$ cat config.mk
export PLATFORM = sky130hd
export DESIGN_NAME = stopwatch_fnd_ctrl
export DESIGN_NICKNAME = d
export VERILOG_FILES = /design/src/rtl/fnd_pkg.sv /design/src/rtl/fnd_seg_decoder.sv /design/src/rtl/stopwatch_fnd_ctrl.sv
export SDC_FILE = /design/constraint.sdc
export NUM_CORES = 1
export LEC_CHECK = 0
export ABC_AREA = 1
export BUFFER_PORTS_ARGS = -buffer_cell sky130_fd_sc_hd__buf_2
export CAP_MARGIN = 5
export CORE_MARGIN = 2
export CORE_UTILIZATION = 55
export DETAILED_ROUTE_END_ITERATION = 12
export GPL_TIMING_DRIVEN = 0
export PLACE_DENSITY_LB_ADDON = 0.25
export SYNTH_ARGS = -nofsm -noshare
export SYNTH_HDL_FRONTEND = slang
export SYNTH_HIERARCHICAL = 1
export SYNTH_SLANG_ARGS = --single-unit
$ cat constraint.sdc
create_clock -name clk -period 5.55 [get_ports clk]
set_input_delay 0.2775 -clock clk [delete_from_list [all_inputs] [get_ports clk]]
set_output_delay 0.2775 -clock clk [all_outputs]
set_load 0.01 [all_outputs]
$ cat src/rtl/fnd_pkg.sv
// Shared definitions for the stopwatch FND display path: segment fonts,
// display mode encoding, legal field limits and constant /10 helpers.
package fnd_pkg;

  // Active-low segment fonts, bit order {dp,g,f,e,d,c,b,a}
  localparam logic [7:0] FONT_0     = 8'hC0;
  localparam logic [7:0] FONT_1     = 8'hF9;
  localparam logic [7:0] FONT_2     = 8'hA4;
  localparam logic [7:0] FONT_3     = 8'hB0;
  localparam logic [7:0] FONT_4     = 8'h99;
  localparam logic [7:0] FONT_5     = 8'h92;
  localparam logic [7:0] FONT_6     = 8'h82;
  localparam logic [7:0] FONT_7     = 8'hF8;
  localparam logic [7:0] FONT_8     = 8'h80;
  localparam logic [7:0] FONT_9     = 8'h90;
  localparam logic [7:0] FONT_DASH  = 8'hBF;
  localparam logic [7:0] FONT_BLANK = 8'hFF;

  typedef enum logic {
    MODE_SEC_MSEC = 1'b0,
    MODE_HOUR_MIN = 1'b1
  } mode_e;

  // First illegal value of each time field
  localparam logic [6:0] LIM_MSEC = 7'd100;
  localparam logic [5:0] LIM_SEC  = 6'd60;
  localparam logic [5:0] LIM_MIN  = 6'd60;
  localparam logic [4:0] LIM_HOUR = 5'd24;

  // floor(v/10) as (v*205)>>11, exact for every 7-bit input
  function automatic logic [3:0] div10(input logic [6:0] v);
    logic [14:0] p;
    p = {8'b0, v} * 15'd205;
    return p[14:11];
  endfunction

  function automatic logic [3:0] mod10(input logic [6:0] v);
    return 4'(v - {3'b0, div10(v)} * 7'd10);
  endfunction

endpackage

$ cat src/rtl/fnd_seg_decoder.sv
// Digit value to active-low 7-segment font. Blank wins over dash, dash
// wins over the numeral; dp is only applied to a numeral.
module fnd_seg_decoder
  import fnd_pkg::*;
(
  input  logic [3:0] val_i,
  input  logic       blank_i,
  input  logic       dash_i,
  input  logic       dp_i,
  output logic [7:0] font_o
);

  logic [7:0] num_font;

  // Numeral lookup, values above 9 fall back to blank
  always_comb begin
    case (val_i)
      4'd0:    num_font = FONT_0;
      4'd1:    num_font = FONT_1;
      4'd2:    num_font = FONT_2;
      4'd3:    num_font = FONT_3;
      4'd4:    num_font = FONT_4;
      4'd5:    num_font = FONT_5;
      4'd6:    num_font = FONT_6;
      4'd7:    num_font = FONT_7;
      4'd8:    num_font = FONT_8;
      4'd9:    num_font = FONT_9;
      default: num_font = FONT_BLANK;
    endcase
  end

  // Overrides and decimal point (active-low bit7)
  always_comb begin
    if (blank_i)     font_o = FONT_BLANK;
    else if (dash_i) font_o = FONT_DASH;
    else             font_o = num_font & {~dp_i, 7'h7F};
  end

endmodule

$ cat src/rtl/stopwatch_fnd_ctrl.sv
// 4-digit multiplexed FND driver for the stopwatch time counts.
// A coherent snapshot of the time inputs is taken once per frame; each
// digit slot lasts SCAN_DIV clocks. Optional build macro:
//   FND_LEAD_ZERO_BLANK_EN - blank digit3 when it would show a leading 0.
module stopwatch_fnd_ctrl
  import fnd_pkg::*;
#(
  parameter int SCAN_DIV = 100_000
) (
  input  logic       clk,
  input  logic       reset,
  input  logic [6:0] msec,
  input  logic [5:0] sec,
  input  logic [5:0] minute,
  input  logic [4:0] hour,
  input  logic       sel_mode,
  output logic [3:0] fnd_comm,
  output logic [7:0] fnd_font
);

  localparam int            CW       = $clog2(SCAN_DIV);
  localparam logic [CW-1:0] CNT_LAST = CW'(SCAN_DIV - 1);

  logic [CW-1:0] scan_cnt_q, scan_cnt_d;
  logic [1:0]    digit_idx_q, digit_idx_d;
  logic          slot_end, frame_end;

  logic [6:0] msec_s_q;
  logic [5:0] sec_s_q, minute_s_q;
  logic [4:0] hour_s_q;
  mode_e      mode_s_q;

  logic [6:0] low_fld, high_fld;
  logic       oor;
  logic [3:0] dig_val;
  logic       dig_dp, dig_blank;
  logic [7:0] font_d;

  // Slot counter and digit index advance
  always_comb begin
    slot_end    = (scan_cnt_q == CNT_LAST);
    frame_end   = slot_end && (digit_idx_q == 2'd3);
    scan_cnt_d  = slot_end ? '0 : scan_cnt_q + 1'b1;
    digit_idx_d = slot_end ? digit_idx_q + 2'd1 : digit_idx_q;
  end

  // Scan state registers
  always_ff @(posedge clk or negedge reset) begin
    if (!reset) begin
      scan_cnt_q  <= '0;
      digit_idx_q <= 2'd0;
    end else begin
      scan_cnt_q  <= scan_cnt_d;
      digit_idx_q <= digit_idx_d;
    end
  end

  // Frame snapshot, captured as digit_idx wraps 3->0
  always_ff @(posedge clk or negedge reset) begin
    if (!reset) begin
      msec_s_q   <= '0;
      sec_s_q    <= '0;
      minute_s_q <= '0;
      hour_s_q   <= '0;
      mode_s_q   <= MODE_SEC_MSEC;
    end else if (frame_end) begin
      msec_s_q   <= msec;
      sec_s_q    <= sec;
      minute_s_q <= minute;
      hour_s_q   <= hour;
      mode_s_q   <= mode_e'(sel_mode);
    end
  end

  // Field select and range check on the selected pair
  always_comb begin
    if (mode_s_q == MODE_HOUR_MIN) begin
      low_fld  = {1'b0, minute_s_q};
      high_fld = {2'b0, hour_s_q};
      oor      = (minute_s_q >= LIM_MIN) || (hour_s_q >= LIM_HOUR);
    end else begin
      low_fld  = msec_s_q;
      high_fld = {1'b0, sec_s_q};
      oor      = (msec_s_q >= LIM_MSEC) || (sec_s_q >= LIM_SEC);
    end
  end

  // Current digit value, dp and leading-zero blank
  always_comb begin
    dig_dp    = 1'b0;
    dig_blank = 1'b0;
    case (digit_idx_q)
      2'd0:    dig_val = mod10(low_fld);
      2'd1:    dig_val = div10(low_fld);
      2'd2: begin
        dig_val = mod10(high_fld);
        dig_dp  = (msec_s_q < 7'd50);
      end
      default: begin
        dig_val = div10(high_fld);
`ifdef FND_LEAD_ZERO_BLANK_EN
        dig_blank = (dig_val == 4'd0) && !oor;
`else
        dig_blank = 1'b0;
`endif
      end
    endcase
  end

  fnd_seg_decoder u_dec (
    .val_i   (dig_val),
    .blank_i (dig_blank),
    .dash_i  (oor),
    .dp_i    (dig_dp),
    .font_o  (font_d)
  );

  // Registered outputs, one clk behind digit_idx
  always_ff @(posedge clk or negedge reset) begin
    if (!reset) begin
      fnd_comm <= 4'b1111;
      fnd_font <= FONT_BLANK;
    end else begin
      fnd_comm <= ~(4'b0001 << digit_idx_q);
      fnd_font <= font_d;
    end
  end

endmodule
# [Word-level counts from Yosys, hierarchy flattened]
# Memory sizes are Yosys's and may differ from the RTL's.
# Cells that the tools add are included.
[op_classes] n_addsub=4 mul=4 n_lt_le_gt_ge=5 n_eq_ne=4 shift=1 mux=7 n_bitwise=3 reduce_logical=4
[op_table] cell="17-bit by 1-bit adder with 17-bit output (second input constant)" n=1
[op_table] cell="17-bit equality test (second input constant)" n=1
[op_table] cell="17-bit two-way mux" n=1
[op_table] cell="7-bit by 8-bit multiplier with 15-bit output (second input constant)" n=1
[op_table] cell="6-bit by 8-bit multiplier with 14-bit output (second input constant)" n=1
[op_table] cell="6-bit greater-or-equal comparator (second input constant)" n=2
[op_table] cell="4-bit case mux with 3 select lines" n=1
[op_table] cell="8-bit AND" n=1
[op_table] cell="8-bit two-way mux" n=1
[op_table] cell="4-bit subtractor" n=2
[op_table] cell="7-bit greater-or-equal comparator (second input constant)" n=1
[op_table] cell="7-bit by 6-bit less-than comparator with 1-bit output (second input constant)" n=1
[op_table] cell="7-bit two-way mux" n=1
[op_table] cell="6-bit two-way mux" n=1
[op_table] cell="5-bit greater-or-equal comparator (second input constant)" n=1
[op_table] cell="2-bit equality test (second input constant)" n=2
[op_table] cell="4-bit by 3-bit multiplier with 3-bit output (second input constant)" n=1
[op_table] cell="4-bit inverter" n=1
[op_table] cell="1-bit by 2-bit left shift with 4-bit output (first input constant)" n=1
[op_table] cell="3-bit by 3-bit multiplier with 3-bit output (second input constant)" n=1
[op_table] cell="2-bit by 1-bit adder with 2-bit output (second input constant)" n=1
[op_table] cell="2-bit by 1-bit equality test with 1-bit output (second input constant)" n=1
[op_table] cell="2-bit zero test" n=1
[op_table] cell="1-bit logical OR" n=2
[op_table] cell="3 further kinds" n=4
[totals] register_bits=56 romBits=112 inputBits=27 out_inout_bits=12 mem_count=1
[mem_list] name="(name not given)" words=16 word_bits=7 rd=1 rd_ports_with_merged_regs=0 write_ports=0 line_no="fnd_seg_decoder.sv:17" text="case (val_i)"

# [Depth between registers and ports, before layout]
# Gate-level depths: netlist of run 1.
# An unclocked memory read counts as a cell.
[depth] ltp_word=8 mapped_depth=36

# [By module]
# The synthesis of run 1 kept the hierarchy.
[by_module_without_submodules] mod="stopwatch_fnd_ctrl" n_inst=1 cells_each=521 area_each_um2=4548.1
[by_module_without_submodules] mod="fnd_seg_decoder" n_inst=1 cells_each=38 area_each_um2=212.7

# [Least setup slack after synthesis of run 1]
# Ideal clock, no wire load.
[synth_path] path_type="register to register" from="register mode_s_q" to="register fnd_font[0]" setup_time_ns=0.085 arrival_time_ns=5.195 required_time_ns=5.465 path_slack_ns=0.270 stages_incl_launch_ff=27 path_buffers=1 period_less_slack_ns=5.280 path_cell_list="dfrtp_1 -> inv_2 -> buf_6 -> or2_2 -> o21ai_0 -> inv_1 -> ha_1 -> fa_1 -> ha_1 -> inv_1 -> fa_1 -> inv_1 -> ha_1 -> a21oi_1 -> o21ai_0 -> a21oi_1 -> nand2_1 -> nand2_1 -> nand2_1 -> ha_1 -> fa_1 -> o21ai_0 -> o31ai_1 -> inv_1 -> or2_1 -> o21ai_1 -> o21ai_2"
[synth_between] elab_chain_cells=8
[synth_rtl] element="start, declared" line_no="stopwatch_fnd_ctrl.sv:31" text="mode_e mode_s_q;"
[synth_rtl] element="start signal, assigned" line_no="stopwatch_fnd_ctrl.sv:71" text="mode_s_q <= mode_e'(sel_mode);"
[synth_rtl] element="7-bit two-way mux / 6-bit two-way mux (equally long branches)" line_no="stopwatch_fnd_ctrl.sv:77" text="if (mode_s_q == MODE_HOUR_MIN) begin"
[synth_rtl] element="7-bit by 8-bit multiplier with 15-bit output / 6-bit by 8-bit multiplier with 14-bit output (equally long branches)" line_no="fnd_pkg.sv:33" text="p = {8'b0, v} * 15'd205;"
[synth_rtl] element="4-bit by 3-bit multiplier with 3-bit output / 3-bit by 3-bit multiplier with 3-bit output (equally long branches)" line_no="fnd_pkg.sv:38" text="return 4'(v - {3'b0, div10(v)} * 7'd10);"
[synth_rtl] element="4-bit subtractor" line_no="fnd_pkg.sv:38"
[synth_rtl] element="4-bit case mux with 3 select lines (*)" line_no="stopwatch_fnd_ctrl.sv:92" text="case (digit_idx_q)"
[synth_rtl] element="net dig_val[2]" line_no="stopwatch_fnd_ctrl.sv:35" text="logic [3:0] dig_val;"
[synth_rtl] element="memory 16 x 7 bit (*)"
[synth_rtl] element="8-bit AND (*)" line_no="fnd_seg_decoder.sv:36" text="else font_o = num_font & {~dp_i, 7'h7F};"
[synth_rtl] element="8-bit two-way mux (*)" line_no="fnd_seg_decoder.sv:35" text="else if (dash_i) font_o = FONT_DASH;"
[synth_rtl] element="net font_d[0]" line_no="stopwatch_fnd_ctrl.sv:37" text="logic [7:0] font_d;"
[synth_rtl] element="end signal, assigned" line_no="stopwatch_fnd_ctrl.sv:125" text="fnd_font <= font_d;"
[synth_rtl] element="end, declared" line_no="stopwatch_fnd_ctrl.sv:18" text="output logic [7:0] fnd_font"
# The timed path passes the listed nets; every way through them passes the cells marked *.
# A chain may end at the register's enable or synchronous reset.

# [Final worst setup path of run 1]
[layout_path] from="register mode_s_q" to="register fnd_font[4]"
# The elaborated chain is that of the path after synthesis.

==> results.sh, run 1 <==
export IMPL_outcome="complete, but fails checks"
export IMPL_violations="hold timing"
export IMPL_layout_commonest_cell="nand2_1"
export IMPL_internal_power_uw=945
export IMPL_p_per_area_mw_per_mm2=307
export IMPL_clk_path_buf_depth=2
export IMPL_die_w_um=97.0
export IMPL_rows=33
export IMPL_syn_cell_area_sq_mm=0.00476
export IMPL_cts_made_buffers=5
export IMPL_irDropWorstVdd_mv=0.189
export IMPL_clock_skew_ps=13.9
export IMPL_place_hpwl_um=7920
export IMPL_grt_max_degree=57
export IMPL_start_util=0.574
export IMPL_drv_cap=0
export IMPL_relSlewSlack=0.539
export IMPL_switchingPower_uw=717
export IMPL_period_minus_slack_ps=5290
export IMPL_synth_edf_count=0
export IMPL_setup_viol=0
export IMPL_path_class="reg -> reg"
export IMPL_ys_flop_type="dfrtp_1"
export IMPL_multiInputGateArea_sq_mm=0.00306
export IMPL_clock_sinks=56
export IMPL_drtPass1Iterations=5
export IMPL_routed_wire_length_per_instance_um=14.0
export IMPL_power_frac_clock=0.159
export IMPL_nNetsFinal=726
export IMPL_route_detailed_drc=0
export IMPL_cp_end_kind="flop"
export IMPL_regArea_sq_mm=0.00142
export IMPL_root_buffer="clkbuf_8"
export IMPL_use_met1=0.282
export IMPL_synthArstFlopShare=1.00
export IMPL_crit_arrival_ps=5550
export IMPL_avgSynthCellArea_sq_um=8.52
export IMPL_synth_top_area_frac=0.231
export IMPL_synth_distinct_cells=43
export IMPL_reg2reg_depth=27
export IMPL_nFillCells=676
export IMPL_cts_hold_buf=0
export IMPL_yosysTopAreaCell="dfrtp_1"
export IMPL_final_cells=720
export IMPL_leakage_uw=0.00290
export IMPL_maxSlewViolCount=0
export IMPL_syn_to_final_growth_pct=13.9
export IMPL_dieArea_sq_mm=0.00942
export IMPL_antenna_found_initial=0
export IMPL_die_h_um=97.0
export IMPL_netlist_instances=559
export IMPL_wl_um=10100
export IMPL_port_buffers=38
export IMPL_track_usage=0.221
export IMPL_gp_congestion=0.888
export IMPL_vias=3819
export IMPL_final_setup_tns_ps=0
export IMPL_ant_nets=0
export IMPL_ys_warnings_count=6
export IMPL_clkTransAtPathRegs_ps=110
export IMPL_ys_seq_area_frac=0.298
export IMPL_hold_slack_ps=-2.24
export IMPL_max_freq_ghz=0.189
export IMPL_min_path_type="in -> async"
export IMPL_grt_ovfl_total=0
export IMPL_start_kind="flop"
export IMPL_cts_htree_levels=2
export IMPL_ys_ff_latch=56
export IMPL_cts_tree="yes"
export IMPL_grt_busiest_layer="met2"
export IMPL_dp_cells=703
export IMPL_core_area_sq_mm=0.00830
export IMPL_clk_latency_ps=320
export IMPL_pin_count=39
export IMPL_synthTopCellsByArea="dfrtp_1 23%, ha_1 18%, nand2_1 8.9%, inv_1 8.0%, fa_1 6.7%"
export IMPL_n_antenna_cell=0
export IMPL_drive_above_1_share=0.237
export IMPL_postLayoutCellArea_sq_mm=0.00542
export IMPL_met2_usage=0.376
export IMPL_grt_pass1_vias=4002
export IMPL_critPathRequiredTime_ps=5800
export IMPL_p_sw_frac=0.431
export IMPL_seq_power_share=0.274
export IMPL_place_area_sq_mm=0.00509
export IMPL_worstPathMaxFanout=10
export IMPL_hold_violations=4
export IMPL_met3_usage=0.0405
export IMPL_grt_pass1_wl_um=17400
export IMPL_p_comb_frac=0.567
export IMPL_post_route_period_util=0.954
export IMPL_total_power_uw=1660
export IMPL_drt_iter0_markers=151
export IMPL_final_cell_mix="110 x nand2_1, 98 x inv_1, 63 x ha_1"
export IMPL_worst_slew_pin_slew_ps=691
export IMPL_vias_per_cell=5.30
==> metrics by stage <==
step,setup WS (ps),util
5_1_grt,-52.4,0.653
2_1_floorplan,270,-
6_report,255,0.653
4_1_cts,0.821,0.632
3_5_place_dp,-382,0.613
3_3_place_gp,-239,0.613
==> final cells by class <==
cell class | instances | area share
Buffer | 4 | 0.00831
Clock buffer | 6 | 0.0173
Clock inverter | 2 | 0.00300
Inverter | 105 | 0.0736
Multi-Input combinational cell | 395 | 0.564
Sequential cell | 56 | 0.261
Tap cell | 105 | 0.0242
Timing Repair Buffer | 47 | 0.0480
==> flip-flops by register name, summed over array words and instances, names as in the netlist <==
register / cells
digit_idx_q: 2
fnd_comm: 4
fnd_font: 8
hour_s_q: 5
minute_s_q: 6
mode_s_q: 1
msec_s_q: 7
scan_cnt_q: 17
sec_s_q: 6
==> critical path: stages (launching register included) <==
cell      delay, ps
dfrtp_2         400
inv_2            60
buf_6           130
or2_2           310
o21ai_4          90
inv_2            80
ha_1            300
inv_1            60
fa_1            370
inv_1            90
fa_1            420
ha_1            330
ha_4            300
inv_1            50
o21ai_2         170
a21oi_2          90
buf_4           140
nand3_1         110
nand2_1         110
ha_2            200
fa_1            490
o21ai_0          80
o31ai_1         240
inv_1           170
inv_2           110
nand2_1          90
a21boi_1        140
o21ai_0          90
==> metal layers <==
layer	vias to the layer above	share of wire
met5	-	0
met4	0	0.020
met3	16	0.030
met2	74	0.50
met1	1813	0.45
li1	1916	-
==> synth_stat cells, types with 3 or more instances <==
cell type  instances
o21ai_1            4
nand2_1          113
buf_6              3
a21oi_1           18
o21ai_0           18
nor2_1            38
xor2_1             4
nor4_1             4
ha_1              69
inv_1            101
mux2_2             5
nand2_2            7
fa_1              16
nand4_1            7
or2_2              5
mux2_4            20
nor3_1             5
nand3_1           35
dfrtp_1           44
dfstp_2           12
nand3b_1           3
==> power groups by stage <==
stage	clock, uW	combinational [uW]	sequential [uW]
floorplan	0	631	468
global placement	0	799	461
detailed placement	0	829	462
CTS	268	855	455
global route	287	1080	458
finish	264	943	455
==> repair_timing <==
action / CTS / global route
gates resized for setup: 10 / 28
buffers inserted: 3 / 6
setup endpoints to repair: 7 / 7
pin swaps: 1 / 7
==> final timing paths <==
check	startpoint	endpoint	slack, ps
worst min register to register	scan_cnt_q[0]	scan_cnt_q[0]	480
min in group clk	msec[5]	msec_s_q[5]	170
max in group asynchronous	reset	mode_s_q	5080
worst max-delay path	mode_s_q	fnd_font[4]	260
worst max register to register	mode_s_q	fnd_font[4]	260
worst min-delay path	reset	mode_s_q	-2
==> kinds of logic after synthesis <==
| kind of cell | count (synthesis) | share of synthesized area |
|---|---|---|
| other cells | 1 | 0.000788 |
| simple gates | 226 | 0.214 |
| xor+xnor | 4 | 0.00736 |
| mux | 25 | 0.0749 |
| buf+inv | 109 | 0.0925 |
| fa+ha+maj | 85 | 0.249 |
| flops | 56 | 0.298 |
| compound gates | 53 | 0.0647 |
No activity file was read; power rests on OpenSTA's default activity.
==> run 2: changes to the inputs <==
REMOVE_ABC_BUFFERS = 1   (was not set)
==> run 2 against run 1 <==
First-iteration DRC count is 5.3% lower; combinational power increased by 0.6%; die area is the same; the run now ends clean; global-route usage decreased by 1.4 points; largest cell class unchanged; core utilization shrank 1.4 points; wire length decreased by 4.8%.
==> results.sh, run 2 (same netlist as run 1, synthesis figures left out) <==
export IMPL_grt_max_degree=57
export IMPL_route_detailed_drc=0
export IMPL_clock_sinks=56
export IMPL_max_freq_ghz=0.188
export IMPL_vias=3814
export IMPL_clk_path_buf_depth=2
export IMPL_critPathRequiredTime_ps=5780
export IMPL_port_buffers=38
export IMPL_track_usage=0.207
export IMPL_dp_worst_setup_slack_ps=-606
export IMPL_registers_top_by_ff_count="scan_cnt_q"
export IMPL_relSlewSlack=0.642
export IMPL_final_core_util=0.640
export IMPL_clk_latency_ps=310
export IMPL_maxSlewViolCount=0
export IMPL_path_class="reg -> reg"
export IMPL_min_path_type="in -> reg"
export IMPL_pin_count=39
export IMPL_hp_start="minute[2]"
export IMPL_start_kind="flop"
export IMPL_worst_slew_pin_slew_ps=530
export IMPL_ant_nets=0
export IMPL_irDropWorstVdd_mv=0.149
export IMPL_routed_wire_length_per_instance_um=13.4
export IMPL_core_area_sq_mm=0.00830
export IMPL_cts_tree="yes"
export IMPL_n_antenna_cell=0
export IMPL_worstPathMaxFanout=13
export IMPL_place_hpwl_um=7480
export IMPL_cp_end_kind="flop"
export IMPL_crit_arrival_ps=5540
export IMPL_nNetsFinal=723
export IMPL_start_util=0.574
export IMPL_largest_reg_flops=17
export IMPL_rrSetupSlack_ps=240
export IMPL_rows=33
export IMPL_p_per_area_mw_per_mm2=307
export IMPL_grt_ovfl_total=0
export IMPL_dieArea_sq_mm=0.00942
export IMPL_hold_violations=0
export IMPL_drt_iter0_markers=143
export IMPL_grt_pass1_wl_um=16300
export IMPL_drive_above_1_share=0.217
export IMPL_cts_htree_levels=2
export IMPL_die_w_um=97.0
export IMPL_drv_cap=0
export IMPL_layout_commonest_cell="nand2_1"
export IMPL_cts_made_buffers=5
export IMPL_root_buffer="clkbuf_8"
export IMPL_syn_to_final_growth_pct=11.5
export IMPL_rr_startpoint="mode_s_q"
export IMPL_period_minus_slack_ps=5310
export IMPL_clkTransAtPathRegs_ps=110
export IMPL_drtPass1Iterations=4
export IMPL_setup_viol=0
export IMPL_nFillCells=694
export IMPL_post_route_period_util=0.957
export IMPL_leakage_uw=0.00285
export IMPL_die_h_um=97.0
export IMPL_outcome="completed"
export IMPL_final_setup_tns_ps=0
export IMPL_startpoint="mode_s_q"
export IMPL_final_cell_mix="113 x nand2_1, 97 x inv_1, 66 x ha_1"
export IMPL_antenna_found_initial=0
export IMPL_wl_um=9600
export IMPL_vias_per_cell=5.32
export IMPL_top_regs="scan_cnt_q (17), fnd_font (8), msec_s_q (7)"
export IMPL_grt_pass1_vias=3748
export IMPL_timing_final_ws_setup_ps=237
export IMPL_gp_congestion=0.935
export IMPL_clock_skew_ps=10.0
[run 2: through the flow]
stage / cells / total power, uW / cell area [sq um] / hold WS (ps)
after floorplan: 556 / 1100 / 4720 / -18.1
after global placement: 699 / 1250 / 5040 / 448
after detailed placement: 699 / 1280 / 5040 / 460
after CTS: 710 / 1530 / 5160 / 178
after global routing: 717 / 1790 / 5310 / 178
final: 717 / 1630 / 5310 / 185
[run 2: area by class of cell]
cell class	count	area, sq um	area share
Clock inverter	3	23.8	0.00448
Inverter	105	402	0.0757
Multi-Input combinational cell	395	2990	0.562
Tap cell	105	131	0.0247
Clock buffer	5	68.8	0.0130
Timing Repair Buffer	48	280	0.0528
Sequential cell	56	1420	0.267
[run 2: power by group]
part / internal (uW) / switching (uW) / leakage [uW]
sequential: 443 / 10.7 / 0.000668
clock: 89.7 / 137 / 0.0000404
combinational: 380 / 569 / 0.00214
total: 912 / 716 / 0.00285
[run 2: per-layer routing]
| metal | vias up | global-route usage | wire [um] |
|---|---|---|---|
| met4 | 0 | 0.0412 | 109 |
| li1 | 1908 | - | - |
| met1 | 1809 | 0.278 | 4500 |
| met5 | - | 0 | 0 |
| met2 | 82 | 0.355 | 4570 |
| met3 | 15 | 0.0325 | 423 |
[run 2: final timing paths]
| kind | to | cells after the start |
|---|---|---|
| worst max-delay path | fnd_font[4] | 26 |
| worst min-delay path | minute_s_q[2] | 2 |
| worst max register to register | fnd_font[4] | 26 |
| worst min register to register | scan_cnt_q[0] | 1 |
| max in group asynchronous | fnd_comm[3] | 3 |
| min in group asynchronous | hour_s_q[0] | 2 |
[run 2: worst max-delay path, cell delays in order (launching register included)]
cell	delay, ps
dfrtp_2	420
inv_4	90
or2_2	280
o21ai_1	110
inv_1	110
ha_4	260
fa_1	480
ha_1	290
inv_1	50
fa_1	530
inv_1	40
ha_1	210
a21oi_2	190
o21ai_2	100
a21oi_2	160
nand2_1	80
nand2_1	90
nand2_1	80
ha_1	220
fa_1	500
o21ai_0	120
o31ai_2	280
inv_2	120
inv_2	90
nand2_1	60
a21boi_0	150
o21ai_0	110
[run 2: timing repair]
| action | 4_1_cts | 5_1_grt |
|---|---|---|
| hold buffers | 0 | 1 |
| resized for setup | 3 | 21 |
| endpoints found under the setup margin | 7 | 7 |
| pin swaps | 1 | 4 |
| endpoints found under the hold margin | 0 | 9 |
| buffers inserted | 3 | 5 |
